**src/rtl/call_stack_pkg.sv**
```systemverilog
// -----------------------------------------------------------------------------
// call_stack_pkg
// Shared instruction-header constants for the return-address stack. The
// instruction decoder and call_stack both import this package so that the
// stack_control encoding and the stack_flags bit positions stay in one place.
//
// Contents:
//   stack_op_e   - 2-bit {PUSH, POP} stack_control encoding
//   STACK_FULL   - bit index of FULL in stack_flags
//   STACK_EMPTY  - bit index of EMPTY in stack_flags
// -----------------------------------------------------------------------------
package call_stack_pkg;

   typedef enum logic [1:0] {
      STACK_IDLE = 2'b00,
      STACK_POP  = 2'b01,
      STACK_PUSH = 2'b10,
      STACK_REPL = 2'b11
   } stack_op_e;

   localparam int STACK_FULL  = 1;
   localparam int STACK_EMPTY = 0;

endpackage : call_stack_pkg

```
**src/rtl/call_stack.sv**
```systemverilog
// -----------------------------------------------------------------------------
// call_stack
// Hardware return-address stack (LIFO) that sits behind the instruction
// decoder. CLL pushes the return PC, RET pops it, and a replace operation
// overwrites the top entry in place. The decoder gates CLL/RET with
// stack_flags, but the stack still protects itself: it never wraps, and it
// records illegal pushes and pops in sticky error flags.
//
// Ports:
//   clk            system clock, rising edge
//   rst            asynchronous active-low reset
//   stack_control  {PUSH, POP}: 10 push, 01 pop, 11 replace top, 00 idle
//   push_data      return address written on push / replace
//   top_data       current top entry, 0 when empty
//   stack_flags    {FULL, EMPTY}, combinational from the registered count
//   count          current occupancy, 0..DEPTH
//   overflow       sticky: push attempted while full
//   underflow      sticky: pop attempted while empty
//   err_clr        synchronous clear of overflow/underflow
// -----------------------------------------------------------------------------
module call_stack
   import call_stack_pkg::*;
#(
   parameter int ADDR_WIDTH = 8,
   parameter int DEPTH      = 8,
   parameter int PTR_WIDTH  = $clog2(DEPTH) + 1
) (
   input  logic                  clk,
   input  logic                  rst,
   input  logic [1:0]            stack_control,
   input  logic [ADDR_WIDTH-1:0] push_data,
   output logic [ADDR_WIDTH-1:0] top_data,
   output logic [1:0]            stack_flags,
   output logic [PTR_WIDTH-1:0]  count,
   output logic                  overflow,
   output logic                  underflow,
   input  logic                  err_clr
);

   localparam int IDX_WIDTH = $clog2(DEPTH);

   logic [ADDR_WIDTH-1:0] mem [DEPTH];

   logic                  full;
   logic                  empty;
   logic [PTR_WIDTH-1:0]  top_ptr;
   logic [IDX_WIDTH-1:0]  top_idx;
   logic [IDX_WIDTH-1:0]  push_idx;

   logic                  do_write;
   logic [IDX_WIDTH-1:0]  wr_idx;
   logic [PTR_WIDTH-1:0]  count_next;
   logic                  set_ovf;
   logic                  set_unf;

   assign full  = (count == PTR_WIDTH'(DEPTH));
   assign empty = (count == '0);

   assign stack_flags[STACK_FULL]  = full;
   assign stack_flags[STACK_EMPTY] = empty;

   // Only meaningful when not empty / not full respectively; both are
   // qualified below, so the truncation never selects a wrapped slot.
   assign top_ptr  = count - PTR_WIDTH'(1);
   assign top_idx  = top_ptr[IDX_WIDTH-1:0];
   assign push_idx = count[IDX_WIDTH-1:0];

   assign top_data = empty ? '0 : mem[top_idx];

   // Next-state decode. Any undefined stack_control falls into default and
   // behaves as idle.
   always_comb begin
      // NOTE: every output of this block gets a default first so no path
      // leaves one unassigned and infers a latch.
      do_write   = 1'b0;
      wr_idx     = push_idx;
      count_next = count;
      set_ovf    = 1'b0;
      set_unf    = 1'b0;

      case (stack_op_e'(stack_control))
         STACK_PUSH: begin
            if (full) begin
               set_ovf = 1'b1;
            end else begin
               do_write   = 1'b1;
               count_next = count + PTR_WIDTH'(1);
            end
         end
         STACK_POP: begin
            if (empty) begin
               set_unf = 1'b1;
            end else begin
               count_next = top_ptr;
            end
         end
         STACK_REPL: begin
            // Replace on an empty stack degenerates to a push into slot 0;
            // replace on a full stack is legal and raises no error.
            do_write = 1'b1;
            if (empty) begin
               count_next = PTR_WIDTH'(1);
            end else begin
               wr_idx = top_idx;
            end
         end
         default: ;
      endcase
   end

   // Pointer and sticky error flags.
   always_ff @(posedge clk or negedge rst) begin
      if (!rst) begin
         count     <= '0;
         overflow  <= 1'b0;
         underflow <= 1'b0;
      end else begin
         // NOTE: sequential state uses non-blocking assignments so every
         // register samples the pre-edge values, independent of block order.
         count     <= count_next;
         // A new error on the same edge as err_clr wins over the clear.
         overflow  <= set_ovf | (overflow  & ~err_clr);
         underflow <= set_unf | (underflow & ~err_clr);
      end
   end

   // NOTE: the storage array is deliberately not reset; count alone decides
   // which entries are valid, and a reset-free array maps onto plain RAM.
   always_ff @(posedge clk) begin
      if (do_write) begin
         mem[wr_idx] <= push_data;
      end
   end

endmodule : call_stack

```
**config.mk**
```make
export PLATFORM = sky130hd
export DESIGN_NAME = call_stack
export DESIGN_NICKNAME = d
export VERILOG_FILES = /design/src/rtl/call_stack_pkg.sv /design/src/rtl/call_stack.sv
export SDC_FILE = /design/constraint.sdc
export NUM_CORES = 1
export LEC_CHECK = 0
export CAP_MARGIN = 20
export CORE_MARGIN = 2
export CORE_UTILIZATION = 51
export CTS_CLUSTER_DIAMETER = 40
export DETAILED_ROUTE_END_ITERATION = 8
export GPL_TIMING_DRIVEN = 0
export PLACE_DENSITY = 0.84
export SYNTH_ARGS = -nofsm -noshare
export SYNTH_HDL_FRONTEND = slang
export SYNTH_SLANG_ARGS = --single-unit
```
**constraint.sdc**
```tcl
create_clock -name clk -period 2.65 [get_ports clk]
set_clock_uncertainty 0.15 [all_clocks]
set_input_delay 0.265 -clock clk [delete_from_list [all_inputs] [get_ports clk]]
set_output_delay 0.265 -clock clk [all_outputs]
set_load 0.01 [all_outputs]
```
==> flow_summary.ini, run 1 <==
[die]
die_w_um = 81.6
die_height_um = 81.6
pin_count = 29
dieArea_um2 = 6660
start_util_pct = 52.2
rows = 28
core_um2 = 5890

[synthesis]
syn_area_um2 = 3070
ys_warn_count = 0
syn-mean-instance-area_um2 = 16.0
synthArstFlopShare_pct = 8.57
ys_ff_latch = 70
netlist_instances = 192
synth.net_count = 207
yosysTopAreaCell = edfxtp_1
seq_area_frac_synth_pct = 67.4
synth_ff_type = edfxtp_1
synth_edf_count = 64
synth.distinct_cells = 43
yosys.area.top_type_share_pct = 62.5
synth_area_leaders = edfxtp_1 63%, mux4_2 12%, dfrtp_1 4.9%

[global_routing]
antenna_found_initial = 0
grt_use_total_pct = 21.6
grt_start_max_net_pins = 14
overflow = 0
first_global_vias = 1926
grt_pass1_wl_mm = 9.87

[placed_design]
place.gp.congestion = 0.874
dp_hpwl_mm = 4.18
port_buffers = 28
dpl_worst_slack_ns = -0.587

[worst_setup_path]
arrival_ns = 2.64
path_buf_inv = 5
startpoint_type = flop
rrSetupSlack_ns = -0.03
cp-startpoint = count[0]
timing.rr.start = count[0]
crit_end = mem[4][4]
cp.required_ns = 2.60
slowest_stage = a32oi_1
critPathKind = flop to flop
critPathTopFamily = compound AO/OA/AOI/OAI gates
r2r_cells = 9
end_kind = flop
worst-path-max-fanout = 6
critPathMaxStageDelay_ns = 0.72
rr_endpoint = mem[4][4]
cp.depth = 9
path_cells = buf_6 -> inv_4 -> ha_4 -> buf_6 -> buf_4 -> nand3_1 -> a32oi_1 -> nor3_2 -> buf_4

[detailed_routing]
routed_wl_mm = 7.36
via_per_inst = 6.08
drtIter0Drc = 170
dr_total_vias = 2087
dr.pass1.iters = 5
wl_per_cell_um = 21.5
antenna_left = 0
drc_errors = 0

[power_and_ir_drop]
cellPowerDensity_nw_per_um2 = 1160
peakVddDrop_v = 0.000570
swShare_pct = 36.2
p_seq_share_pct = 31.0
switchingPower_uw = 1720
leakagePower_uw = 0.00148
p_int_uw = 3020
combPwrFrac_pct = 51.0
clkPwrFrac_pct = 18.0

[clocking]
cts_tree = done
ctsHoldBuffers = 0
cts_sinks = 70
clockRootBuffer = clkbuf_8
clockBufferDepth = 2
htreeDepth = 3
cts_made_buffers = 9
clock_latency_ns = 0.35
cts.reportedPaths.clkPinSlew_ns = 0.08

[run_status]
status = finished with violations
violations = setup timing

[run]
max-cap-violations = 0

[cells_and_area]
antenna_cells = 0
final_nets = 278
area_growth_pct = 33.4
drive_gt1_share_pct = 37.7

[timing]
finalCritPeriodShare_pct = 101
fin_ws_ns = -0.0334
clock.fmax_mhz = 373
min_period_ns = 2.68
worstMarginPinSlew_ns = 0.901
hold_violations = 0
drv_slew = 0
maxSlewHeadroom_pct = 39.9
setup_viol = 13
setup-tns-final_ns = -0.312

[worst_hold_path]
hold_class = primary input to async pin
power by group through the flow:
stage	registers, uW	logic (uW)	clock network, uW
floorplan	1490	1160	0
global placement	1490	1810	0
detailed placement	1490	1900	0
CTS	1470	2010	850
global route	1480	2550	902
finish	1470	2420	852
cell usage after synthesis, types with 4 or more instances:
master and instances:
buf_2 5, clkbuf_1 4, dfrtp_1 6, edfxtp_1 64, inv_1 4, mux4_2 16, nand2_1 10, nand3_1 5
nor3_1 10, o21ai_0 19
final cells by class:
cell class,count,area (um2)
repair buffers,62,563
clock buffers,9,124
multi-input cells,102,1030
flip-flops and latches,70,2070
clock inverters,7,72.6
plain buffers,13,118
well taps,75,93.8
inverters,5,21.3
fillers,380,1790
flip-flops by register name (all words and copies together) (netlist names):
register   flops
overflow       1
count          4
mem           64
underflow      1
metal layers:
| layer | global-route usage, % | wire, um | up-vias |
|---|---|---|---|
| met4 | 11.8 | 290 | 0 |
| met2 | 34.2 | 3840 | 121 |
| met3 | 7.25 | 532 | 32 |
| li1 | - | - | 908 |
| met1 | 26.3 | 2700 | 1026 |
| met5 | 0 | 0 | - |
worst reg2reg max path: stages, from the launching register on:
cell     delay [ns]
dfrtp_1        0.40
buf_6          0.14
inv_4          0.08
ha_4           0.15
buf_6          0.12
buf_4          0.14
nand3_1        0.14
a32oi_1        0.72
nor3_2         0.18
buf_4          0.23
cells by family after synthesis:
| family | after synthesis | share of synthesized area [%] |
|---|---|---|
| flops | 70 | 67.4 |
| simple gates | 42 | 7.21 |
| compound gates | 37 | 7.90 |
| buf+inv | 20 | 3.26 |
| mux | 19 | 12.7 |
| fa+ha+maj | 3 | 1.18 |
| xor+xnor | 1 | 0.285 |
stage by stage:
stage | cell area [um2] | power (uW) | cells | hold WS (ns) | util [%]
final | 4100 | 4740 | 343 | 0.00941 | 69.6
after global routing | 4100 | 4930 | 343 | 0.0205 | 69.6
after CTS | 3840 | 4330 | 327 | 0.00343 | 65.2
after detailed placement | 3500 | 3390 | 303 | 0.332 | 59.5
after global placement | 3450 | 3300 | 295 | 0.321 | 58.6
after floorplan | 3070 | 2650 | 192 | -0.181 | -
worst min-delay path by stage:
stage,startpoint,to,slack (ns)
2_1_floorplan,rst,count[0],-0.18
3_3_place_gp,underflow,underflow,0.32
3_5_place_dp,underflow,underflow,0.33
4_1_cts,rst,count[2],0.003
5_1_grt,rst,count[3],0.02
6_report,rst,count[2],0.009
cell usage in the layout, fill, tap and decap left out, types with 5 or more instances in the layout:
cell type        synthesis  layout
clkbuf_8                 0      10
mux4_2                  16      16
nand2_1                 10      10
nor3_4                   0       6
dlygate4sd2_1            0       9
buf_4                    3      29
buf_6                    1      10
edfxtp_1                64      64
o21ai_0                 19      17
clkdlybuf4s50_1          0      19
dfrtp_1                  6       5
nand3_1                  5       5
timing repair:
action,4_1_cts,5_1_grt
endpoints found under the setup margin,74,74
resized for setup,33,32
pin swaps,4,6
setup buffers,10,16
(Power assumes the default switching activity.)
==> run 2: changes to the inputs <==
CORE_UTILIZATION = 56   (was 51)
DONT_BUFFER_PORTS = 1   (was default)
PLACE_DENSITY = 0.83   (was 0.84)
==> run 2 against run 1 <==
Net effect: the flow now finishes without violations; die area down 8.5%; routed wire length down 12%; global-route usage up 1.1 points; clock-buffer cell count up 1; highest routed layer unchanged; combinational power down 25%; critical path depth unchanged.
==> flow_summary.ini, run 2 (synthesis results as in run 1) <==
[timing]
min_period_ns = 2.59
clock.fmax_mhz = 386
maxSlewHeadroom_pct = 60.9
finalCritPeriodShare_pct = 97.8
hold_violations = 0
worstMarginPinSlew_ns = 0.584
drv_slew = 0
setup_viol = 0
grt_setup_unrepaired = false
setup-tns-final_ns = 0

[run_status]
status = finished clean

[clocking]
htreeDepth = 3
cts_sinks = 70
cts_tree = done
clockBufferDepth = 2
clockRootBuffer = clkbuf_8
clock_latency_ns = 0.34
cts.reportedPaths.clkPinSlew_ns = 0.08
cts_made_buffers = 9

[die]
die_w_um = 78.1
core_um2 = 5200
pin_count = 29
dieArea_um2 = 6100
start_util_pct = 59.0
rows = 26
die_height_um = 78.1

[cells_and_area]
drive_gt1_share_pct = 36.3
final_nets = 247
final_area_um2 = 3750
top_register = mem
fillers = 312
area_growth_pct = 21.9
largest_register_ffs = 64
mostFrequentLayoutCells = 64 x edfxtp_1, 20 x buf_4, 18 x o21ai_0
layout_commonest_cell = edfxtp_1
antenna_cells = 0
top_regs = mem: 64 flops, count: 4 flops

[worst_setup_path]
startpoint_type = flop
rrSetupSlack_ns = 0.06
end_kind = flop
cp.required_ns = 2.54
worst-path-max-fanout = 8
critPathKind = flop to flop
arrival_ns = 2.48

[detailed_routing]
via_per_inst = 6.20
dr_total_vias = 1903
wl_per_cell_um = 21.2
antenna_left = 0
routed_wl_mm = 6.51
dr.pass1.iters = 5
drc_errors = 0
drtIter0Drc = 209

[placed_design]
dp_hpwl_mm = 4.04
place.gp.congestion = 0.835
port_buffers = 0
postPlaceCellArea_um2 = 3220

[global_routing]
overflow = 0
antenna_found_initial = 0
first_global_vias = 1895
grt_pass1_wl_mm = 10.2
grt_use_total_pct = 22.6
grt_start_max_net_pins = 14

[run]
max-cap-violations = 0

[power_and_ir_drop]
leakagePower_uw = 0.00130
cellPowerDensity_nw_per_um2 = 1110
peakVddDrop_v = 0.000778

[worst_hold_path]
hold_class = primary input to flop
[run 2: critical path: stages, from the launching register on]
cell,delay [ns]
dfrtp_2,0.50
inv_1,0.16
ha_4,0.15
buf_6,0.11
or3b_4,0.43
inv_4,0.08
o21ai_1,0.09
o21a_2,0.22
nor3_4,0.20
buf_4,0.20
[run 2: metal layers]
metal | global-route usage [%] | share of wire (%) | vias up
li1 | - | - | 844
met1 | 31.2 | 41 | 933
met2 | 35.2 | 49 | 108
met3 | 5.75 | 7.8 | 18
met4 | 8.95 | 2.4 | 0
met5 | 0 | 0 | -
[run 2: final cells by class]
| class | count | area (um2) | share of cell area, % |
|---|---|---|---|
| Sequential cell | 70 | 2070 | 55.4 |
| Multi-Input combinational cell | 102 | 1010 | 27.1 |
| Timing Repair Buffer | 30 | 262 | 6.98 |
| Clock buffer | 10 | 128 | 3.41 |
| Tap cell | 70 | 87.6 | 2.34 |
| Buffer | 14 | 86.3 | 2.30 |
| Clock inverter | 6 | 70.1 | 1.87 |
| Inverter | 5 | 23.8 | 0.635 |
[run 2: metrics by stage]
stage | instances | power, uW | setup WS [ns] | util [%] | hold slack, ns
floorplan | 192 | 2650 | -0.195 | - | -0.181
global placement | 262 | 2950 | -0.914 | 60.7 | -0.180
detailed placement | 270 | 3020 | -0.656 | 61.8 | -0.180
CTS | 305 | 4040 | 0.0234 | 70.8 | 0.00554
global route | 307 | 4360 | 0.0124 | 72.0 | 0.0400
finish | 307 | 4160 | 0.0592 | 72.0 | 0.0163
[run 2: report_power, final]
| group | internal (uW) | total (uW) | switching [uW] |
|---|---|---|---|
| combinational | 775 | 1810 | 1040 |
| clock | 442 | 845 | 404 |
| sequential | 1390 | 1500 | 106 |
[run 2: repair_timing]
action,in CTS,in global routing
hold buffers,10,0
endpoints found under the setup margin,72,67
pin swaps,7,4
gates resized for setup,27,8
hold endpoints to repair,72,0
setup buffers,9,3
[run 2: final timing paths]
check	from	endpoint	cells after the start
max in group asynchronous	rst	count[0]	1
worst max register to register	count[1]	mem[6][6]	9
worst min-delay path	stack_control[0]	underflow	2
min in group asynchronous	rst	overflow	1
worst max-delay path	count[1]	mem[6][6]	9
worst min register to register	underflow	underflow	1
